File: src/rtl/pwm_from_count_if.sv
`timescale 1ns/1ps
`default_nettype none
// +-----------------------------------------------------------------------+
// | pwm_from_count_if : duty-value valid/ready handshake bundle           |
// | Rev 1.0                                                               |
// +-----------------------------------------------------------------------+
interface pwm_from_count_if #(
  parameter int N = 4
);
  logic [N-1:0] duty_in;
  logic         duty_valid;
  logic         duty_ready;

  modport master (output duty_in, output duty_valid, input  duty_ready);
  modport slave  (input  duty_in, input  duty_valid, output duty_ready);
endinterface
`default_nettype wire

File: src/rtl/pwm_from_count.sv
`timescale 1ns/1ps
`default_nettype none
// +-----------------------------------------------------------------------+
// | pwm_from_count : PWM generator driven by an external free-running     |
// | count; duty changes only at count wrap. Optional PWM_PERIOD_CNT_EN    |
// | adds an 8-bit count of completed periods (period_cnt).                |
// | Rev 1.0                                                               |
// +-----------------------------------------------------------------------+
module pwm_from_count #(
  parameter int N = 4
) (
  input  logic             clk,
  input  logic             reset_n,
  input  logic [N-1:0]     q,
  input  logic             enable,
  pwm_from_count_if.slave  duty,
  output logic             pwm_out,
  output logic             wrap_pulse,
  output logic             busy
`ifdef PWM_PERIOD_CNT_EN
  ,
  output logic [7:0]       period_cnt
`endif
);

  localparam logic [1:0] ST_IDLE = 2'd0;
  localparam logic [1:0] ST_ARM  = 2'd1;
  localparam logic [1:0] ST_RUN  = 2'd2;
  localparam logic [1:0] ST_STOP = 2'd3;

  localparam logic [N-1:0] CNT_MAX = '1;

  logic [1:0]   state_q, state_d;
  logic [N-1:0] q_prev_q, q_prev_d;
  logic [N-1:0] active_q, active_d;
  logic [N-1:0] pend_val_q, pend_val_d;
  logic         pend_full_q, pend_full_d;
  logic         pwm_out_q, pwm_out_d;
  logic         wrap_pulse_q, wrap_pulse_d;

  logic wrap;
  logic accept;
  logic running_d;

  assign wrap   = (q_prev_q == CNT_MAX) && (q == '0);
  assign accept = duty.duty_valid && !pend_full_q;

  always_comb begin
    state_d = state_q;
    case (state_q)
      ST_IDLE: if (enable) state_d = ST_ARM;
      ST_ARM: begin
        if (!enable)   state_d = ST_IDLE;
        else if (wrap) state_d = ST_RUN;
      end
      ST_RUN:  if (!enable) state_d = ST_STOP;
      ST_STOP: begin
        if (enable)    state_d = ST_RUN;
        else if (wrap) state_d = ST_IDLE;
      end
      default: state_d = ST_IDLE;
    endcase
  end

  // A handshake coinciding with wrap bypasses the pending slot entirely.
  always_comb begin
    active_d    = active_q;
    pend_val_d  = pend_val_q;
    pend_full_d = pend_full_q;
    if (wrap) begin
      pend_full_d = 1'b0;
      if (accept)           active_d = duty.duty_in;
      else if (pend_full_q) active_d = pend_val_q;
    end else if (accept) begin
      pend_val_d  = duty.duty_in;
      pend_full_d = 1'b1;
    end
  end

  // Compare against next-state values so the new duty and state apply from q == 0.
  always_comb begin
    q_prev_d     = q;
    wrap_pulse_d = wrap;
    running_d    = (state_d == ST_RUN) || (state_d == ST_STOP);
    pwm_out_d    = running_d && (q < active_d);
  end

  always_ff @(posedge clk or negedge reset_n) begin
    if (!reset_n) begin
      state_q      <= ST_IDLE;
      q_prev_q     <= '0;
      active_q     <= '0;
      pend_val_q   <= '0;
      pend_full_q  <= 1'b0;
      pwm_out_q    <= 1'b0;
      wrap_pulse_q <= 1'b0;
    end else begin
      state_q      <= state_d;
      q_prev_q     <= q_prev_d;
      active_q     <= active_d;
      pend_val_q   <= pend_val_d;
      pend_full_q  <= pend_full_d;
      pwm_out_q    <= pwm_out_d;
      wrap_pulse_q <= wrap_pulse_d;
    end
  end

  assign duty.duty_ready = !pend_full_q;
  assign pwm_out         = pwm_out_q;
  assign wrap_pulse      = wrap_pulse_q;
  assign busy            = (state_q != ST_IDLE);

`ifdef PWM_PERIOD_CNT_EN
  logic [7:0] period_cnt_q, period_cnt_d;

  always_comb begin
    period_cnt_d = period_cnt_q;
    if (wrap && ((state_q == ST_RUN) || (state_q == ST_STOP)))
      period_cnt_d = period_cnt_q + 8'd1;
  end

  always_ff @(posedge clk or negedge reset_n) begin
    if (!reset_n) period_cnt_q <= 8'd0;
    else          period_cnt_q <= period_cnt_d;
  end

  assign period_cnt = period_cnt_q;
`endif

endmodule
`default_nettype wire

File: src/flat_wrapper.sv
// flat-port wrapper written by rule: the top's interface ports become plain ports
module pwm_from_count_flat 
#(
  parameter int N = 4
)
  (clk, reset_n, q, enable, pwm_out, wrap_pulse, busy, duty_duty_in, duty_duty_valid, duty_duty_ready);
  pwm_from_count_if #(.N(N)) duty_i ();
  input  logic clk;
  input  logic reset_n;
  input  logic [N-1:0] q;
  input  logic enable;
  output logic pwm_out;
  output logic wrap_pulse;
  output logic busy;
  input wire logic [$bits(duty_i.duty_in)-1:0] duty_duty_in;
  input wire logic [$bits(duty_i.duty_valid)-1:0] duty_duty_valid;
  output wire logic [$bits(duty_i.duty_ready)-1:0] duty_duty_ready;
  assign duty_i.duty_in = duty_duty_in;
  assign duty_i.duty_valid = duty_duty_valid;
  assign duty_duty_ready = duty_i.duty_ready;
  pwm_from_count #(.N(N)) u_core (.clk(clk), .reset_n(reset_n), .q(q), .enable(enable), .duty(duty_i), .pwm_out(pwm_out), .wrap_pulse(wrap_pulse), .busy(busy));
endmodule
File: config.mk
export PLATFORM = sky130hd
export DESIGN_NAME = pwm_from_count_flat
export DESIGN_NICKNAME = d
export VERILOG_FILES = /design/src/rtl/pwm_from_count_if.sv /design/src/rtl/pwm_from_count.sv /design/src/flat_wrapper.sv
export SDC_FILE = /design/constraint.sdc
export NUM_CORES = 1
export LEC_CHECK = 0
export ABC_AREA = 1
export CAP_MARGIN = 10
export CELL_PAD_IN_SITES_DETAIL_PLACEMENT = 0
export CELL_PAD_IN_SITES_GLOBAL_PLACEMENT = 2
export CORE_ASPECT_RATIO = 0.7
export CORE_UTILIZATION = 29
export CTS_CLUSTER_DIAMETER = 80
export DETAILED_ROUTE_END_ITERATION = 16
export GPL_ROUTABILITY_DRIVEN = 0
export MAX_ROUTING_LAYER = met4
export PLACE_DENSITY_LB_ADDON = 0.1
export SLEW_MARGIN = 30
export SYNTH_ARGS = -nofsm -noshare
export SYNTH_HDL_FRONTEND = slang
export SYNTH_SLANG_ARGS = --single-unit
File: constraint.sdc
create_clock -name clk -period 2 [get_ports clk]
set_input_delay 0.2 -clock clk [delete_from_list [all_inputs] [get_ports clk]]
set_output_delay 0.2 -clock clk [all_outputs]
set_load 0.02 [all_outputs]
; ---- Word level (Yosys, flattened, before mapping)
; Cells that the tools add are included.
; Widths: inputs -> output; s select.
[totals]
wordCells = 37
inputBits = 12
reg_bits = 17
output_inout_bits = 4
[classes]
n_mux = 12
bitwise = 1
n_lt_le_gt_ge = 1
eq_ne = 6
reduce_logical = 10
[ops]
columns = operator, n
row1 = $mux 2, 6
row2 = $mux 4, 3
row3 = $eq 2x2->1 const B, 4
row4 = $pmux 2 s4, 1
row5 = $eq 4x4->1 const B, 1
row6 = $logic_not 4->1, 1
row7 = $lt 4x4->1, 1
row8 = $reduce_bool 2->1, 2
row9 = $logic_and 1x1->1, 3
row10 = $eq 2x1->1 const B, 1
row11 = $logic_not 2->1, 1
row12 = $mux 1, 2
row13 = $reduce_and 2->1, 1
row14 = $logic_not 1->1, 1
row15 = $logic_or 1x1->1, 1
row16 = $not 1->1, 1

; ---- Depth between registers and ports, before layout
[logic_depth]
word_depth = 8
depth_mapped = 11
ltp_nobuf = 11

; ---- Worst setup path before layout
; Ideal clock, no wire load.
[synth_timing]
path_kind = register -> register
from = register u_core.pend_full_q
to = register u_core.pwm_out_q (netlist: u_core.pwm_out)
t_required_ns = 1.927
synth_period_minus_slack_ns = 1.605
slack_ns = 0.395
arrival_time_ns = 1.532
setup_time_ns = 0.073
path_stages_with_launch = 10
path_cell_list = dfrtp_1 > nor2_2 > nand2_1 > nand2_1 > a21oi_1 > o21a_1 > ha_1 > a21oi_1 > nand3_1 > a21oi_2
[synth_via]
elab_chain_cells = 6
[synth_lines]
columns = element, line
row1 = start: declaration, pwm_from_count.sv:37  ; logic pend_full_q, pend_full_d;
row2 = start signal: assignment, pwm_from_count.sv:102  ; pend_full_q <= pend_full_d;
row3 = $logic_not 1->1, pwm_from_count.sv:46  ; assign accept = duty.duty_valid && !pend_full_q;
row4 = $logic_and 1x1->1, pwm_from_count.sv:46
row5 = $mux 4 (*), pwm_from_count.sv:72  ; if (accept) active_d = duty.duty_in;
row6 = $mux 4 (*), pwm_from_count.sv:70  ; if (wrap) begin
row7 = $lt 4x4->1 (*), pwm_from_count.sv:85  ; pwm_out_d = running_d && (q < active_d);
row8 = $logic_and 1x1->1 (*), pwm_from_count.sv:85
row9 = via u_core.pwm_out_d, pwm_from_count.sv:38  ; logic pwm_out_q, pwm_out_d;
row10 = end signal: assignment, pwm_from_count.sv:103  ; pwm_out_q <= pwm_out_d;
row11 = end: declaration, pwm_from_count.sv:38
; The timed path passes the listed nets; every way through them passes the cells marked *.
; A chain may end at the register's enable or synchronous reset.

; ---- Worst setup path after layout
; Same ends and word-level chain as after synthesis.

==> results by group <==
Clocking
  • Post-CTS setup buffers: 0
  • Clk Latency, worst-skew pair: 0.25 ns
  • PostCTS Resize Cnt: 0
  • Post-CTS Hold Fix Bufs: 0
  • H-tree Lvls: 1
  • CTS Buf Count: 3
  • CTS Buffer Depth: 2
  • CTS tree: yes
  • Root Driver: clkbuf_8
  • Clock sinks: 17
  • CTS clk-pin slew, worst paths: 0.07 ns

Yosys
  • Synthesized net count: 120
  • Yosys top cell area share: 48.0%
  • Yosys top cell by area: dfrtp_1
  • Top FF cell, synth: dfrtp_1
  • Largest cells by area after synthesis: dfrtp_1 (48%), nand2_1 (14%), inv_1 (7.6%)
  • Flops & latches, synth: 17
  • Mapped Area: 887 sq um
  • Cells after Synth: 105
  • Ys Warns: 0
  • Sequential share of the synthesized area: 48.0%
  • Syn avg cell area: 8.45 sq um
  • Number of synthesized flops with an enable pin: 0
  • Async SR Flop Fraction: 100%
  • Post-synth cell types: 21

Setup path
  • Worst Reg2Reg Path Length in Cells: 9
  • CP peak stage delay: 0.48 ns
  • Startpoint Class: flip-flop
  • Critical path data arrival time: 1.95 ns
  • CP max-delay cell: dfrtp_1
  • CP Class: flip-flop to flip-flop
  • Top delay family on crit path: flip-flops
  • Critical-path cell list: nor2_2, nand2_1, nand2_1, a21oi_1, o21a_1, ha_1, a21oi_1, nand3_1, a21oi_2
  • Worst path depth: 9
  • Critical Path RT: 2.18 ns
  • Setup crit end kind: flip-flop
  • CP max FO: 7
  • Buf+Inv Stages, Crit Path: 0

Global route
  • Initial antenna violation count: 0
  • GRT Total Usage: 13.3%
  • Remaining global-route overflow: 0
  • Vias in the first global route: 610
  • First-pass GRT wire length: 2890 um
  • Largest net degree at the start of global routing: 18

Final layout
  • Antenna Cells: 0
  • Finished Layout Cells: 165
  • Layout area overhead: 31.3%
  • Commonest cells after routing, fill and taps aside: nand2_1 (32), inv_1 (18), dfrtp_1 (17), clkdlybuf4s50_1 (15), nor2_1 (6)
  • Most common cell after layout, fill and taps aside: nand2_1
  • Post-layout util: 41.0%
  • Nets@finish: 145
  • Proportion of layout cells with a drive suffix above 1: 18.6%

Drt
  • Via count: 699
  • Wirelength per Cell: 10.5 um
  • Number of detailed-route iterations in the first pass: 4
  • Antenna-violating nets left: 0
  • # DRC: 0
  • Post-Route WL: 1740 um
  • Initial DRC count: 40
  • Vias/cell: 4.24

Pwr
  • Lkg Pwr: 0.604 nW
  • Logic pwr share: 17.3%
  • Pwr Density: 670 mW/mm^2
  • Pint: 0.583 mW
  • Clock power frac: 32.8%
  • Sw frac: 25.3%
  • P_sw: 0.197 mW
  • Peak VDD IR: 296 uV
  • Part of the power in registers: 49.9%

Timing
  • RSZ-0062 raised after global routing: false
  • Final WS setup: 0.233 ns
  • Max-Slew Margin vs Limit: 81.1%
  • Final setup TNS: 0 ns
  • Final-report max-slew violation count: 0
  • Post-Route Skew: 0.00346 ns
  • Worst-margin pin slew: 0.284 ns
  • Hold slack: 0.268 ns
  • Endpoints failing setup: 0
  • F_max: 566 MHz
  • Period minus WS final: 1.77 ns
  • Final Hold Fails: 0
  • Fin crit share: 88.3%

Die
  • Initial core utilization: 31.2%
  • Die W: 68.1 um
  • DIE AREA: 0.00329 sq mm
  • Site Rows: 16
  • Ports: 16
  • Core Area: 0.00284 sq mm
  • Die height: 48.3 um

Hold path
  • Worst min-delay path class: input port to asynchronous set/reset pin

Placed design
  • DP Wirelength: 1400 um
  • Placed Cells: 161
  • Placement Setup Slack: 0.00766 ns
  • Port Buffers: 15

Run status
  • Status: complete, no violations

Job
  • Max Cap Violations: 0
==> final cells by class <==
type                    count  area [sq um]
fillers                   295          1680
flip-flops and latches     17           425
multi-input cells          69           390
repair buffers             20           188
inverters                  19          71.3
clock buffers               4          45.0
well taps                  36          45.0
==> state kept, by name, indices dropped and copies added, names as in the netlist <==
register	cells
u_core.pend_val_q	4
u_core.active_q	4
u_core.wrap_pulse	1
u_core.q_prev_q	4
u_core.pend_full_q	1
u_core.pwm_out	1
u_core.state_q	2
==> path summary, 6_finish.rpt <==
check	to	from	slack, ns
worst min register to register	u_core.pend_val_q[0]	u_core.pend_val_q[0]	0.49
worst max register to register	u_core.pwm_out	u_core.pend_full_q	0.23
max in group asynchronous	u_core.pend_val_q[1]	reset_n	1.54
min in group clk	u_core.q_prev_q[0]	q[0]	0.47
worst max-delay path	u_core.pwm_out	u_core.pend_full_q	0.23
worst min-delay path	u_core.pend_val_q[0]	reset_n	0.27
==> power by group through the flow <==
stage | Clock (mW) | Sequential [mW] | Combinational (mW)
after detailed placement | 0 | 0.395 | 0.138
after global routing | 0.283 | 0.392 | 0.155
after floorplan | 0 | 0.395 | 0.0758
after CTS | 0.266 | 0.389 | 0.138
final | 0.256 | 0.389 | 0.135
after global placement | 0 | 0.395 | 0.138
==> layer usage <==
| metal | GRT usage (%) | wire, um |
|---|---|---|
| met1 | 19.7 | 964 |
| met2 | 16.1 | 678 |
| met3 | 5.61 | 84 |
| met4 | 2.50 | 12 |
| met5 | - | 0 |
==> logic make-up after synthesis <==
family | synth area share (%)
and+or+nand+nor | 32.4
buffers and inverters | 8.04
DFF | 48.0
AOI/OAI and AO/OA | 3.53
muxes | 3.81
adders and majority gates | 4.23
==> Yosys cell counts (2+ instances only) <==
library cell	number
nand3_2	3
nor2_2	2
a21oi_1	2
nand2_1	32
nor2_1	6
dfrtp_1	17
nand4_1	2
inv_1	18
mux2_2	2
nand3_1	5
ha_1	3
nand2_2	4
==> worst reg2reg max path, delay by kind of cell, from the launching register on <==
kind | cells | cell delay, ns
simple gates | 4 | 0.47
compound gates | 4 | 0.47
flops | 1 | 0.48
fa+ha+maj | 1 | 0.29
==> per-stage QoR <==
step                      power, mW  cell area [sq um]
after floorplan               0.471                887
after global placement        0.532               1120
after detailed placement      0.533               1120
after CTS                     0.793               1160
after global routing          0.830               1160
final                         0.780               1160
(Power assumes the default switching activity.)
